**src/rtl/mips_pkg.sv**
```systemverilog
// Shared definitions for the MIPS-32 datapath blocks: fetch FSM encoding,
// instruction width and fixed constants.
package mips_pkg;

    localparam int                 INSTR_W          = 32;
    localparam logic [INSTR_W-1:0] NOP              = 32'h0000_0000;
    localparam logic [31:0]        DEFAULT_RESET_PC = 32'h0000_0000;

    typedef enum logic [1:0] {
        ST_IDLE  = 2'd0,
        ST_RUN   = 2'd1,
        ST_FAULT = 2'd2
    } fetch_state_e;

endpackage

```
**src/rtl/ifid_reg.sv**
```systemverilog
// IF/ID pipeline register: loads a fetched instruction, holds it under
// backpressure, clears on accept or flush.
module ifid_reg
    import mips_pkg::*;
#(
    parameter int ADDR_W = 32
) (
    input  logic               clk,
    input  logic               reset,
    input  logic               load_i,
    input  logic               flush_i,
    input  logic               ready_i,
    input  logic [INSTR_W-1:0] instr_i,
    input  logic [ADDR_W-1:0]  pc_i,
    input  logic [ADDR_W-1:0]  pc_next_i,
    output logic               valid_o,
    output logic [INSTR_W-1:0] instr_o,
    output logic [ADDR_W-1:0]  pc_o,
    output logic [ADDR_W-1:0]  pc_next_o
);

    logic               valid_q;
    logic [INSTR_W-1:0] instr_q;
    logic [ADDR_W-1:0]  pc_q;
    logic [ADDR_W-1:0]  pc_next_q;

    // Flush wins over load; the payload is only rewritten on load so a
    // stalled entry stays bit-for-bit stable.
    always_ff @(posedge clk) begin
        if (reset) begin
            valid_q   <= 1'b0;
            instr_q   <= NOP;
            pc_q      <= '0;
            pc_next_q <= '0;
        end else if (flush_i) begin
            valid_q   <= 1'b0;
        end else if (load_i) begin
            valid_q   <= 1'b1;
            instr_q   <= instr_i;
            pc_q      <= pc_i;
            pc_next_q <= pc_next_i;
        end else if (valid_q && ready_i) begin
            valid_q   <= 1'b0;
        end
    end

    assign valid_o   = valid_q;
    assign instr_o   = instr_q;
    assign pc_o      = pc_q;
    assign pc_next_o = pc_next_q;

endmodule

```
**src/rtl/if_fetch_ctrl.sv**
```systemverilog
// Instruction-fetch sequencer: owns the PC, reads instruction memory and
// feeds the IF/ID register; handles start/halt, redirect/flush and range faults.
module if_fetch_ctrl
    import mips_pkg::*;
#(
    parameter int                ADDR_W     = 32,
    parameter int                IMEM_DEPTH = 65,
    parameter logic [ADDR_W-1:0] RESET_PC   = ADDR_W'(DEFAULT_RESET_PC),
    parameter int                PC_STEP    = 4
) (
    input  logic               clk,
    input  logic               reset,
    input  logic               start,
    input  logic               halt,
    input  logic               redirect_valid,
    input  logic [ADDR_W-1:0]  redirect_pc,
    output logic [ADDR_W-1:0]  imem_addr,
    input  logic [INSTR_W-1:0] imem_instr,
    output logic               ifid_valid,
    input  logic               ifid_ready,
    output logic [INSTR_W-1:0] ifid_instr,
    output logic [ADDR_W-1:0]  ifid_pc,
    output logic [ADDR_W-1:0]  ifid_pc_next,
    output logic               fetch_fault,
    output logic [31:0]        fetch_count,
    output fetch_state_e       state_dbg
);

    localparam logic [ADDR_W-1:0] LAST_ADDR = ADDR_W'(IMEM_DEPTH - 1);
    localparam logic [ADDR_W-1:0] PC_INC    = ADDR_W'(PC_STEP);

    fetch_state_e      state_q, state_d;
    logic [ADDR_W-1:0] pc_q, pc_d;
    logic              fault_q, fault_d;
    logic [31:0]       count_q, count_d;

    logic is_run, in_range, slot_free;
    logic redirect_take, fetch_try, fetch_en, fault_trig;

    assign is_run        = (state_q == ST_RUN);
    assign in_range      = (pc_q <= LAST_ADDR);
    assign slot_free     = !ifid_valid || ifid_ready;
    assign redirect_take = is_run && redirect_valid;
    // A fetch "would occur" only when nothing blocks it except the address.
    assign fetch_try     = is_run && !redirect_valid && !halt && slot_free;
    assign fetch_en      = fetch_try && in_range;
    assign fault_trig    = fetch_try && !in_range;

    always_comb begin
        state_d = state_q;
        pc_d    = pc_q;
        fault_d = fault_q;
        count_d = count_q;

        case (state_q)
            ST_IDLE:  if (!halt && start) state_d = ST_RUN;
            ST_RUN: begin
                if (halt)            state_d = ST_IDLE;
                else if (fault_trig) state_d = ST_FAULT;
            end
            ST_FAULT: state_d = ST_FAULT;
            default:  state_d = ST_IDLE;
        endcase

        if (redirect_take)  pc_d = redirect_pc;
        else if (fetch_en)  pc_d = pc_q + PC_INC;

        if (fault_trig) fault_d = 1'b1;
        if (fetch_en)   count_d = count_q + 32'd1;
    end

    always_ff @(posedge clk) begin
        if (reset) begin
            state_q <= ST_IDLE;
            pc_q    <= RESET_PC;
            fault_q <= 1'b0;
            count_q <= '0;
        end else begin
            state_q <= state_d;
            pc_q    <= pc_d;
            fault_q <= fault_d;
            count_q <= count_d;
        end
    end

    ifid_reg #(.ADDR_W(ADDR_W)) u_ifid (
        .clk       (clk),
        .reset     (reset),
        .load_i    (fetch_en),
        .flush_i   (redirect_take),
        .ready_i   (ifid_ready),
        .instr_i   (imem_instr),
        .pc_i      (pc_q),
        .pc_next_i (pc_q + PC_INC),
        .valid_o   (ifid_valid),
        .instr_o   (ifid_instr),
        .pc_o      (ifid_pc),
        .pc_next_o (ifid_pc_next)
    );

    assign imem_addr   = pc_q;
    assign fetch_fault = fault_q;
    assign fetch_count = count_q;
    assign state_dbg   = state_q;

endmodule

```
**config.mk**
```make
export PLATFORM = sky130hd
export DESIGN_NAME = if_fetch_ctrl
export DESIGN_NICKNAME = d
export VERILOG_FILES = /design/src/rtl/mips_pkg.sv /design/src/rtl/ifid_reg.sv /design/src/rtl/if_fetch_ctrl.sv
export SDC_FILE = /design/constraint.sdc
export NUM_CORES = 1
export LEC_CHECK = 0
export ABC_CLOCK_PERIOD_IN_PS = 4000
export BUFFER_PORTS_ARGS = -buffer_cell sky130_fd_sc_hd__buf_2
export CAP_MARGIN = 10
export CORE_ASPECT_RATIO = 1.25
export CORE_MARGIN = 5
export CORE_UTILIZATION = 45
export DETAILED_ROUTE_END_ITERATION = 8
export PLACE_DENSITY = 0.82
export SLEW_MARGIN = 20
export SYNTH_ARGS = -nofsm -noshare
export SYNTH_HDL_FRONTEND = slang
export SYNTH_SLANG_ARGS = --single-unit
```
**constraint.sdc**
```tcl
create_clock -name clk -period 4 [get_ports clk]
set_input_delay 0 -clock clk [delete_from_list [all_inputs] [get_ports clk]]
set_output_delay 0 -clock clk [all_outputs]
set_load 0.05 [all_outputs]
```
==> results of run 1 <==
registers in the layout, indices dropped and copies added, names as in the netlist:
register	cells
imem_addr	32
u_ifid.pc_next_o	32
u_ifid.instr_o	32
u_ifid.valid_o	1
fetch_count	32
fetch_fault	1
u_ifid.pc_o	30
state_dbg	2
power groups by stage:
stage / Sequential (mW) / Combinational (mW) / Clock, mW
6_report: 1.64 / 0.262 / 1.59
5_1_grt: 1.64 / 0.279 / 1.68
4_1_cts: 1.64 / 0.254 / 1.61
3_5_place_dp: 1.67 / 0.202 / 0
3_3_place_gp: 1.67 / 0.201 / 0
2_1_floorplan: 1.72 / 0.0817 / 0
layer usage:
metal / up-vias / GRT usage (%)
met1: 2809 / 27.4
met3: 91 / 6.33
met2: 307 / 41.4
met5: - / 0
met4: 0 / 16.5
li1: 2958 / -
metrics by stage:
step                total power, mW  area (um^2)  setup WS [ps]  std cells  hold slack (ps)
floorplan                      1.80         6010           1410        704              136
detailed placement             1.88         7200           1260       1056              245
finish                         3.50         8430           1130       1153             22.5
global route                   3.60         8430            973       1153             19.1
CTS                            3.50         8430           1230       1153             2.27
global placement               1.88         7190           1270       1056              240
worst max-delay path: cells and delay by family, from the launching register on:
family,cells,cell delay (ps)
flip-flops,1,340
multiplexers,1,350
AND/OR/NAND/NOR,4,2020
final cells by class:
cell class	instances	share of cell area, %
flip-flops and latches	162	38.5
clock inverters	8	1.23
inverters	9	0.401
repair buffers	303	22.1
clock buffers	23	5.55
well taps	171	2.54
multi-input cells	477	29.7
what timing repair did:
action,CTS,global route
gates resized for setup,0,0
hold buffers,66,0
setup buffers,0,0
hold endpoints to repair,65,0
cells by family after synthesis:
| group | Yosys count | share of synthesized area (%) |
|---|---|---|
| simple gates | 342 | 27.7 |
| xor+xnor | 4 | 0.583 |
| buf+inv | 65 | 4.46 |
| compound gates | 119 | 10.9 |
| fa+ha+maj | 3 | 0.625 |
| flops | 162 | 54.0 |
| mux | 9 | 1.69 |
cells in the final DEF, fill, tap and decap left out, types with 5 or more instances in the layout:
cell type,netlist,layout
nand4_1,11,11
and3_1,54,54
nor3_1,9,9
dfxtp_1,162,162
or4_1,15,14
a21oi_1,89,89
nand2_1,171,171
o31ai_1,10,10
mux2_1,5,5
buf_2,1,232
nor2_1,20,20
or3_1,7,7
clkbuf_16,0,17
inv_1,9,9
nor2b_1,10,10
nand3_1,19,19
buf_4,4,5
nor4_1,15,14
dlygate4sd3_1,0,66
final timing paths:
check / startpoint / to / slack (ps) / cells after the start
setup reg to reg: imem_addr[26] / fetch_count[25] / 1130 / 5
setup / recovery: imem_addr[26] / fetch_count[25] / 1130 / 5
hold / removal: reset / imem_addr[17] / 20 / 2
hold reg to reg: u_ifid.instr_o[27] / u_ifid.instr_o[27] / 450 / 2
==> results_tabular.tex, run 1 <==
\begin{tabular}{lr}
\hline
Metric & Value \\
\hline
\multicolumn{2}{l}{\textbf{Critical path}} \\
Arrival time at the worst endpoint & 3170 ps \\
Critical path's largest stage delay & roughly 900 ps \\
CP Launch Type & register \\
Required @ worst endpoint & 4310 ps \\
Kind of critical path & reg2reg \\
Crit. End Element & register \\
Slowest cell on the critical path & or4\_4 \\
List of cells traversed by the critical path & nor4\_1 > nand3\_1 > or4\_4 > nor4\_1 > mux2\_1 \\
Maximum net fanout on the critical path & 82 \\
Cell mode on critical path & nor4\_1 \\
\multicolumn{2}{l}{\textbf{Clock network}} \\
Sink count of the clock tree & 162 \\
CTS Buffer Depth & 2 \\
TritonCTS clock tree & built \\
Cell chosen for the clock root & clkbuf\_16 \\
Number of CTS-inserted buffers & 17 \\
Clock-pin slew on the worst setup and hold paths & 60 ps \\
Insertion delay to the later sink of the worst-skew pair & 420 ps \\
CTS H-Tree Depth & 4 \\
\multicolumn{2}{l}{\textbf{Routing}} \\
Routed length on met1 & 7670 um \\
WL/cell & $\sim$17 um \\
Highest metal layer with signal wires & met4 \\
Met3 routed WL & 1380 um \\
First DRT Iteration DRCs & 450 \\
Amount of wire on met2 after detailed routing & 9910 um \\
Total number of vias & 6165 \\
DR DRC count & 0 \\
First-pass DRT Iterations & 5 \\
Vias per Instance & 5.35 \\
Wire length reported by the detailed router & 20100 um \\
ANT nets after route & 0 \\
\multicolumn{2}{l}{\textbf{Timing}} \\
Total count of max-transition violations in the final report & 0 \\
Tcrit/Tclk final & between 70\% and 80\% \\
Total negative slack for setup checks & 0 ps \\
Clk\_skew & 13.5 ps \\
Total count of hold-check failures in the final report & 0 \\
Count of final setup violators & 0 \\
Max frequency & 0.349 GHz \\
Relative slew slack & 29.0\% \\
Tmin final & 2870 ps \\
Setup repair after global routing missed its margin & false \\
Actual slew at the worst max-slew pin & $\sim$1100 ps \\
\multicolumn{2}{l}{\textbf{Global route}} \\
Number of antenna violations at the first check in global routing & 0 \\
Maximum number of pins on one net before global-route repair & 86 \\
First-pass GRT wire length & 31100 um \\
Total grt overflow & 0 \\
Via count of the first global-routing pass & 6020 \\
Global-route usage over all layers & 24.8\% \\
\multicolumn{2}{l}{\textbf{Yosys}} \\
Post-synth top flop & dfxtp\_1 \\
Number of instances in the synthesized netlist & 704 \\
Proportion of register bits with asynchronous set or reset after synthesis & 0\% \\
Post-synthesis sequential area ratio & 54.0\% \\
Yosys top cell area share & 54.0\% \\
Top cells by area, synth & dfxtp\_1 (54\%), nand2\_1 (11\%), a21oi\_1 (7.4\%) \\
Post-Syn Area & 6010 um\^{}2 \\
Number of enable flip-flop cells after synthesis & 0 \\
Syn avg cell area & between 8 and 9 um\^{}2 \\
Number of unique standard cell types used by synthesis & 40 \\
Biggest area consumer among synthesized cells & dfxtp\_1 \\
Register bit total from synthesis & 162 \\
Cell with the most instances after synthesis & nand2\_1 \\
Post-synth top cells & nand2\_1 (171), dfxtp\_1 (162), a21oi\_1 (89) \\
Count of warnings emitted by yosys & 0 \\
Number of nets produced by synthesis & roughly 780 \\
\multicolumn{2}{l}{\textbf{Power}} \\
Share of power burned in registers & 46.9\% \\
Clock share of power & 45.6\% \\
Sw Ratio & 23.4\% \\
Internal power consumption & 2.68 mW \\
Net switching power & 0.818 mW \\
Total leakage power & about 3.8 nW \\
Combinational power share & 7.5\% \\
Maximum vdd ir drop & approximately 0.00041 V \\
Power per cell area & 415 nW/um\^{}2 \\
\multicolumn{2}{l}{\textbf{Floorplan}} \\
Total I/O pin count & about 230 \\
Number of placement rows & 47 \\
Vertical die dimension & 139 um \\
Effective utilization at floorplan & 45.6\% \\
Die outline width & 113 um \\
Die outline area & $\sim$16000 um\^{}2 \\
Core Box Area & $\sim$13000 um\^{}2 \\
\multicolumn{2}{l}{\textbf{Layout}} \\
Share of final-layout standard cells stronger than drive strength 1 & 28.0\% \\
Number of nets in the layout & 1043 \\
Area delta synth->final & 40.3\% \\
Utilization of the core after routing & 64.0\% \\
Ant. Diodes & 0 \\
FILL cells & 1039 \\
Multi-input combinational cell area & 2510 um\^{}2 \\
Footprint of the flip-flops and latches & 3240 um\^{}2 \\
\multicolumn{2}{l}{\textbf{Placed design}} \\
Gp weighted congestion & 0.793 \\
Sum of net half-perimeters after detailed placement & 12100 um \\
I/O Buffers & 233 \\
\multicolumn{2}{l}{\textbf{Status}} \\
Outcome & finished, final reports clean \\
\multicolumn{2}{l}{\textbf{Run}} \\
Max-cap violations & 0 \\
\multicolumn{2}{l}{\textbf{Hold path}} \\
Hold WC Path Type & in2reg \\
\hline
\end{tabular}
Note: power is estimated with default switching activity, not from simulation.
==> inputs of run 2 (changes only) <==
ABC_CLOCK_PERIOD_IN_PS = 2500   (was 4000)
CORE_UTILIZATION = 44   (was 45)
PLACE_DENSITY = 0.83   (was 0.82)
clock period = 2.5 ns   (was 4 ns; I/O delays follow)
==> run 2 against run 1 <==
Maximum frequency increased by 15%. Clock power rose by 57%. Count of clock-buffer cells in the layout shrank 4. Critical path type unchanged.
==> results_tabular.tex, run 2 (synthesis results as in run 1) <==
\begin{tabular}{lr}
\hline
Metric & Value \\
\hline
\multicolumn{2}{l}{\textbf{Timing}} \\
Tmin final & 2480 ps (was 2870 ps) \\
Max frequency & 0.403 GHz (was 0.349 GHz) \\
Relative slew slack & 54.2\% (was 29.0\%) \\
Total count of max-transition violations in the final report & 0 (unchanged) \\
Total count of hold-check failures in the final report & 0 (unchanged) \\
Count of final setup violators & 0 (unchanged) \\
Worst Slack Setup Final & 18.5 ps (was 1130 ps) \\
Actual slew at the worst max-slew pin & 687 ps (was 1060 ps) \\
Clk\_skew & 9.21 ps (was 13.5 ps) \\
Tcrit/Tclk final & 99.3\% (was 71.7\%) \\
Total negative slack for setup checks & 0 ps (unchanged) \\
Setup repair after global routing missed its margin & true (was false) \\
\multicolumn{2}{l}{\textbf{Critical path}} \\
Startpoint of the lowest-slack register-to-register path & imem\_addr[19] (was imem\_addr[26]) \\
List of cells traversed by the critical path & nor3\_1 > nand3\_1 > or4\_4 > buf\_12 > buf\_4 > nand2\_1 > a21oi\_1 (was nor4\_1 > nand3\_1 > or4\_4 > nor4\_1 > mux2\_1) \\
Arrival time at the worst endpoint & 2740 ps (was 3170 ps) \\
Crit. End Element & register (unchanged) \\
Critical path's largest stage delay & 720 ps (was 900 ps) \\
Worst setup startpoint & imem\_addr[19] (was imem\_addr[26]) \\
Maximum net fanout on the critical path & 73 (was 82) \\
Slowest cell on the critical path & or4\_4 (unchanged) \\
CP Launch Type & register (unchanged) \\
Required @ worst endpoint & 2760 ps (was 4310 ps) \\
Kind of critical path & reg2reg (unchanged) \\
\multicolumn{2}{l}{\textbf{Run}} \\
Max-cap violations & 0 (unchanged) \\
\multicolumn{2}{l}{\textbf{Layout}} \\
Area delta synth->final & 43.5\% (was 40.3\%) \\
Most common cell after layout, fill and taps aside & buf\_2 (unchanged) \\
Share of final-layout standard cells stronger than drive strength 1 & 30.6\% (was 28.0\%) \\
Final non-filler cell area & 8620 um\^{}2 (was 8430 um\^{}2) \\
Number of standard cells in the layout, taps in and fillers out & 1172 (was 1153) \\
Number of nets in the layout & 1060 (was 1043) \\
Most frequent cells in the layout & buf\_2 (232), nand2\_1 (171), dfxtp\_1 (154) (was buf\_2 (232), nand2\_1 (171), dfxtp\_1 (162)) \\
\multicolumn{2}{l}{\textbf{Global route}} \\
Via count of the first global-routing pass & 6179 (was 6020) \\
Maximum number of pins on one net before global-route repair & 74 (was 86) \\
Number of antenna violations at the first check in global routing & 1 (was 0) \\
First-pass GRT wire length & 30900 um (was 31100 um) \\
Total grt overflow & 0 (unchanged) \\
Global-route usage over all layers & 23.9\% (was 24.8\%) \\
\multicolumn{2}{l}{\textbf{Power}} \\
Power per cell area & 648 nW/um\^{}2 (was 415 nW/um\^{}2) \\
Maximum vdd ir drop & 0.000516 V (was 0.000405 V) \\
Total chip power & 5.58 mW (was 3.50 mW) \\
Total leakage power & 3.94 nW (was 3.84 nW) \\
\multicolumn{2}{l}{\textbf{Routing}} \\
Total number of vias & 6259 (was 6165) \\
First-pass DRT Iterations & 5 (unchanged) \\
Vias per Instance & 5.34 (was 5.35) \\
ANT nets after route & 0 (unchanged) \\
WL/cell & 16.9 um (was 17.4 um) \\
First DRT Iteration DRCs & 374 (was 450) \\
DR DRC count & 0 (unchanged) \\
Wire length reported by the detailed router & 19800 um (was 20100 um) \\
\multicolumn{2}{l}{\textbf{Clock network}} \\
CTS Buffer Depth & 2 (unchanged) \\
Insertion delay to the later sink of the worst-skew pair & 420 ps (about the same) \\
Number of CTS-inserted buffers & 17 (unchanged) \\
Sink count of the clock tree & 162 (unchanged) \\
TritonCTS clock tree & built (unchanged) \\
CTS H-Tree Depth & 4 (unchanged) \\
Clock-pin slew on the worst setup and hold paths & 70 ps (was 60 ps) \\
Cell chosen for the clock root & clkbuf\_16 (unchanged) \\
\multicolumn{2}{l}{\textbf{Floorplan}} \\
Effective utilization at floorplan & 45.0\% (was 45.6\%) \\
Die outline area & 16100 um\^{}2 (was 15800 um\^{}2) \\
Number of placement rows & 47 (unchanged) \\
Total I/O pin count & 234 (unchanged) \\
Vertical die dimension & 141 um (was 139 um) \\
Core Box Area & 13300 um\^{}2 (was 13200 um\^{}2) \\
Die outline width & 114 um (was 113 um) \\
\multicolumn{2}{l}{\textbf{Hold path}} \\
Hold WC Path Type & in2reg (unchanged) \\
Startpoint of the most critical hold path & start (was reset) \\
\multicolumn{2}{l}{\textbf{Placed design}} \\
I/O Buffers & 233 (unchanged) \\
Worst slack at placement & -35.5 ps (was 1260 ps) \\
Gp weighted congestion & 0.816 (was 0.793) \\
Sum of net half-perimeters after detailed placement & 12500 um (was 12100 um) \\
Cell Area, Placed & 7370 um\^{}2 (was 7200 um\^{}2) \\
Total instance count after detailed placement & 1073 (was 1056) \\
\multicolumn{2}{l}{\textbf{Status}} \\
Outcome & finished, final reports clean (unchanged) \\
\hline
\end{tabular}
[run 2: cell count changes in the layout (fill, tap and decap cells not counted), sizes merged]
cell	delta
buf	+17
inv	+5
clkbuf	-4
clkinvlp	+3
clkinv	-2
bufinv	-1
diode	+1
[run 2: stage by stage]
| step | util (%) | hold WS, ps |
|---|---|---|
| final | 64.6 | 28.3 |
| after global routing | 64.6 | 32.0 |
| after CTS | 64.5 | 3.50 |
| after detailed placement | 55.2 | 244 |
| after global placement | 55.2 | 235 |
| after floorplan | - | 129 |
[run 2: final cells by class]
type                       instances  area (um^2)
fill                            1026         4730
sequential                       162         3250
multi-input combinational        477         2520
timing repair buffer             320         2020
clock buffer                      19          443
tap                              171          214
clock inverter                    13          125
inverter                           9         33.8
antenna                            1         2.50
[run 2: routing by layer]
layer | up-vias | wire length [um] | GRT usage, %
met5 | - | 0 | 0
met1 | 2934 | 7480 | 26.3
met3 | 68 | 1360 | 6.99
met4 | 0 | 953 | 13.5
met2 | 268 | 10000 | 40.5
li1 | 2989 | - | -
[run 2: repair_timing]
action,in CTS,in global routing
setup endpoints to repair,12,39
cloned,0,0
hold endpoints to repair,66,0
hold buffers,66,0
gates resized for setup,2,1
buffers inserted,0,0
pin swaps,1,1
[run 2: worst paths after layout]
kind,end,slack (ps),cells past startpoint
hold reg to reg,u_ifid.instr_o[29],450,2
hold / removal,state_dbg[0],30,4
setup reg to reg,u_ifid.instr_o[5],20,7
setup / recovery,u_ifid.instr_o[5],20,7
[run 2: critical path, delay by kind of cell (launching register included)]
kind | cells | cell delay, ps
DFF | 1 | 340
and+or+nand+nor | 4 | 1350
buffers and inverters | 2 | 540
AOI/OAI and AO/OA | 1 | 90
[run 2: report_power, final]
part           switching, mW  internal (mW)  total, mW
combinational          0.266          0.190      0.456
sequential            0.0178           2.60       2.62
clock                   1.09           1.42       2.50
total                   1.37           4.21       5.58
==> inputs of run 3 (changes only) <==
MAX_ROUTING_LAYER = met4   (was not set)
REMOVE_ABC_BUFFERS = 1   (was not set)
==> run 3 against run 2 <==
Critical path depth fell by 1. Total power rose by 2.5%. Clock power rose by 6%. Maximum frequency rose by 1.7%. Register-to-register slack improved by 40 ps. Hold slack improved by 110 ps. Global-route usage fell by 0.43 points. Count of clock-buffer cells in the layout fell by 1. Design area rose by 1.3%. Cell count rose by 0.77%. Flip-flop and latch count did not move. Non-clock buffer count rose by 8. Critical endpoint is now fetch_count[23]. Highest routed layer unchanged.
==> results_tabular.tex, run 3 (synthesis results as in run 1) <==
\begin{tabular}{lr}
\hline
Metric & Value \\
\hline
\multicolumn{2}{l}{\textbf{Routing}} \\
ANT nets after route & 0 (unchanged) \\
Vias per Instance & 5.20 (was 5.34) \\
First DRT Iteration DRCs & 367 (was 374) \\
Wire length reported by the detailed router & 18700 um (was 19800 um) \\
DR DRC count & 0 (unchanged) \\
Total number of vias & 6139 (was 6259) \\
First-pass DRT Iterations & 7 (was 5) \\
WL/cell & 15.8 um (was 16.9 um) \\
\multicolumn{2}{l}{\textbf{Global route}} \\
Maximum number of pins on one net before global-route repair & 122 (was 74) \\
Via count of the first global-routing pass & 6053 (was 6179) \\
Number of antenna violations at the first check in global routing & 0 (was 1) \\
First-pass GRT wire length & 29700 um (was 30900 um) \\
Total grt overflow & 0 (unchanged) \\
Global-route usage over all layers & 23.4\% (was 23.9\%) \\
\multicolumn{2}{l}{\textbf{Layout}} \\
Utilization of the core after routing & 65.4\% (was 64.6\%) \\
FILL cells & 1024 (was 1026) \\
Most common cell after layout, fill and taps aside & buf\_2 (unchanged) \\
Final non-filler cell area & 8730 um\^{}2 (was 8620 um\^{}2) \\
Most frequent cells in the layout & buf\_2 (232), nand2\_1 (171), dfxtp\_1 (162) (was buf\_2 (232), nand2\_1 (171), dfxtp\_1 (154)) \\
Area delta synth->final & 45.4\% (was 43.5\%) \\
Number of standard cells in the layout, taps in and fillers out & 1181 (was 1172) \\
Number of nets in the layout & 1069 (was 1060) \\
Share of final-layout standard cells stronger than drive strength 1 & 30.6\% (about the same) \\
\multicolumn{2}{l}{\textbf{Critical path}} \\
Required @ worst endpoint & 2810 ps (was 2760 ps) \\
Critical path's largest stage delay & 660 ps (was 720 ps) \\
Slowest cell on the critical path & or4\_4 (unchanged) \\
Arrival time at the worst endpoint & 2750 ps (was 2740 ps) \\
Maximum net fanout on the critical path & 12 (was 73) \\
Kind of critical path & reg2reg (unchanged) \\
Crit. End Element & register (unchanged) \\
Cell mode on critical path & nor4\_1 \\
List of cells traversed by the critical path & nor4\_1 > nand4\_1 > buf\_4 > or4\_4 > nor4\_1 > mux2\_2 (was nor3\_1 > nand3\_1 > or4\_4 > buf\_12 > buf\_4 > nand2\_1 > a21oi\_1) \\
CP Launch Type & register (unchanged) \\
\multicolumn{2}{l}{\textbf{Power}} \\
Power per cell area & 655 nW/um\^{}2 (was 648 nW/um\^{}2) \\
Maximum vdd ir drop & 0.000480 V (was 0.000516 V) \\
Total leakage power & 3.99 nW (was 3.94 nW) \\
\multicolumn{2}{l}{\textbf{Placed design}} \\
Cell Area, Placed & 7380 um\^{}2 (was 7370 um\^{}2) \\
Sum of net half-perimeters after detailed placement & 11800 um (was 12500 um) \\
Gp weighted congestion & 0.806 (was 0.816) \\
I/O Buffers & 233 (unchanged) \\
Total instance count after detailed placement & 1078 (was 1073) \\
\multicolumn{2}{l}{\textbf{Hold path}} \\
Hold WC Path Type & in2reg (unchanged) \\
\multicolumn{2}{l}{\textbf{Timing}} \\
Hold Slack & 140 ps (was 28.3 ps) \\
Tcrit/Tclk final & 97.6\% (was 99.3\%) \\
Clk\_skew & 10.5 ps (was 9.21 ps) \\
Tmin final & 2440 ps (was 2480 ps) \\
Total negative slack for setup checks & 0 ps (unchanged) \\
Total count of max-transition violations in the final report & 0 (unchanged) \\
Max frequency & 0.410 GHz (was 0.403 GHz) \\
Actual slew at the worst max-slew pin & 715 ps (was 687 ps) \\
Total count of hold-check failures in the final report & 0 (unchanged) \\
Relative slew slack & 52.2\% (was 54.2\%) \\
Count of final setup violators & 0 (unchanged) \\
\multicolumn{2}{l}{\textbf{Run}} \\
Max-cap violations & 0 (unchanged) \\
\multicolumn{2}{l}{\textbf{Clock network}} \\
Clock-pin slew on the worst setup and hold paths & 60 ps (was 70 ps) \\
CTS H-Tree Depth & 4 (unchanged) \\
Sink count of the clock tree & 162 (unchanged) \\
Number of CTS-inserted buffers & 17 (unchanged) \\
TritonCTS clock tree & built (unchanged) \\
CTS Buffer Depth & 2 (unchanged) \\
Insertion delay to the later sink of the worst-skew pair & 420 ps (about the same) \\
Cell chosen for the clock root & clkbuf\_16 (unchanged) \\
\multicolumn{2}{l}{\textbf{Floorplan}} \\
Vertical die dimension & 141 um (unchanged) \\
Effective utilization at floorplan & 45.0\% (unchanged) \\
Number of placement rows & 47 (unchanged) \\
Die outline area & 16100 um\^{}2 (unchanged) \\
Die outline width & 114 um (unchanged) \\
Core Box Area & 13300 um\^{}2 (unchanged) \\
Total I/O pin count & 234 (unchanged) \\
\multicolumn{2}{l}{\textbf{Status}} \\
Outcome & finished, final reports clean (unchanged) \\
\hline
\end{tabular}
run 3: final timing paths:
check	start	slack [ps]	cells past startpoint	end
worst max-delay path	imem_addr[8]	60	6	fetch_count[23]
worst min-delay path	reset	140	3	fetch_count[21]
worst max register to register	imem_addr[8]	60	6	fetch_count[23]
worst min register to register	u_ifid.pc_o[2]	450	2	u_ifid.pc_o[2]
run 3: area by class of cell:
class                      count  area (um^2)  area share, %
clock inverter                14          165           1.89
tap                          171          214           2.45
sequential                   162         3240           37.1
antenna                        1         2.50         0.0287
inverter                       9         33.8          0.387
timing repair buffer         328         2080           23.8
clock buffer                  18          439           5.03
multi-input combinational    478         2550           29.3
run 3: power breakdown:
group	switching [mW]	total, mW	internal, mW
Combinational	0.268	0.460	0.193
Sequential	0.0156	2.62	2.60
Clock	1.11	2.64	1.53
run 3: metrics by stage:
| stage | power (mW) | setup slack, ps |
|---|---|---|
| final | 5.72 | 61.2 |
| after detailed placement | 3.03 | -19.9 |
| after CTS | 5.76 | 15.5 |
| after global placement | 3.03 | 1.56 |
| after global routing | 5.94 | -32.4 |
| after floorplan | 2.85 | -2710 |
run 3: what timing repair did:
item / 4_1_cts / 5_1_grt
pin swaps: 1 / 2
setup endpoints to repair: 3 / 18
hold buffers: 67 / 0
buffers inserted: 0 / 2
hold endpoints to repair: 66 / 0
cloned: 0 / 1
gates resized for setup: 0 / 8
run 3: layer usage:
layer	track usage, %	up-vias	share of wire, %
li1	-	3017	-
met1	27.8	2805	41
met3	6.34	43	8.0
met5	-	-	0
met4	8.88	0	2.5
met2	37.9	274	49
run 3: critical path: cells and delay by family (launching register included):
| family | cells | cell delay (ps) |
|---|---|---|
| muxes | 1 | 370 |
| DFF | 1 | 320 |
| buffers and inverters | 1 | 180 |
| and+or+nand+nor | 4 | 1470 |
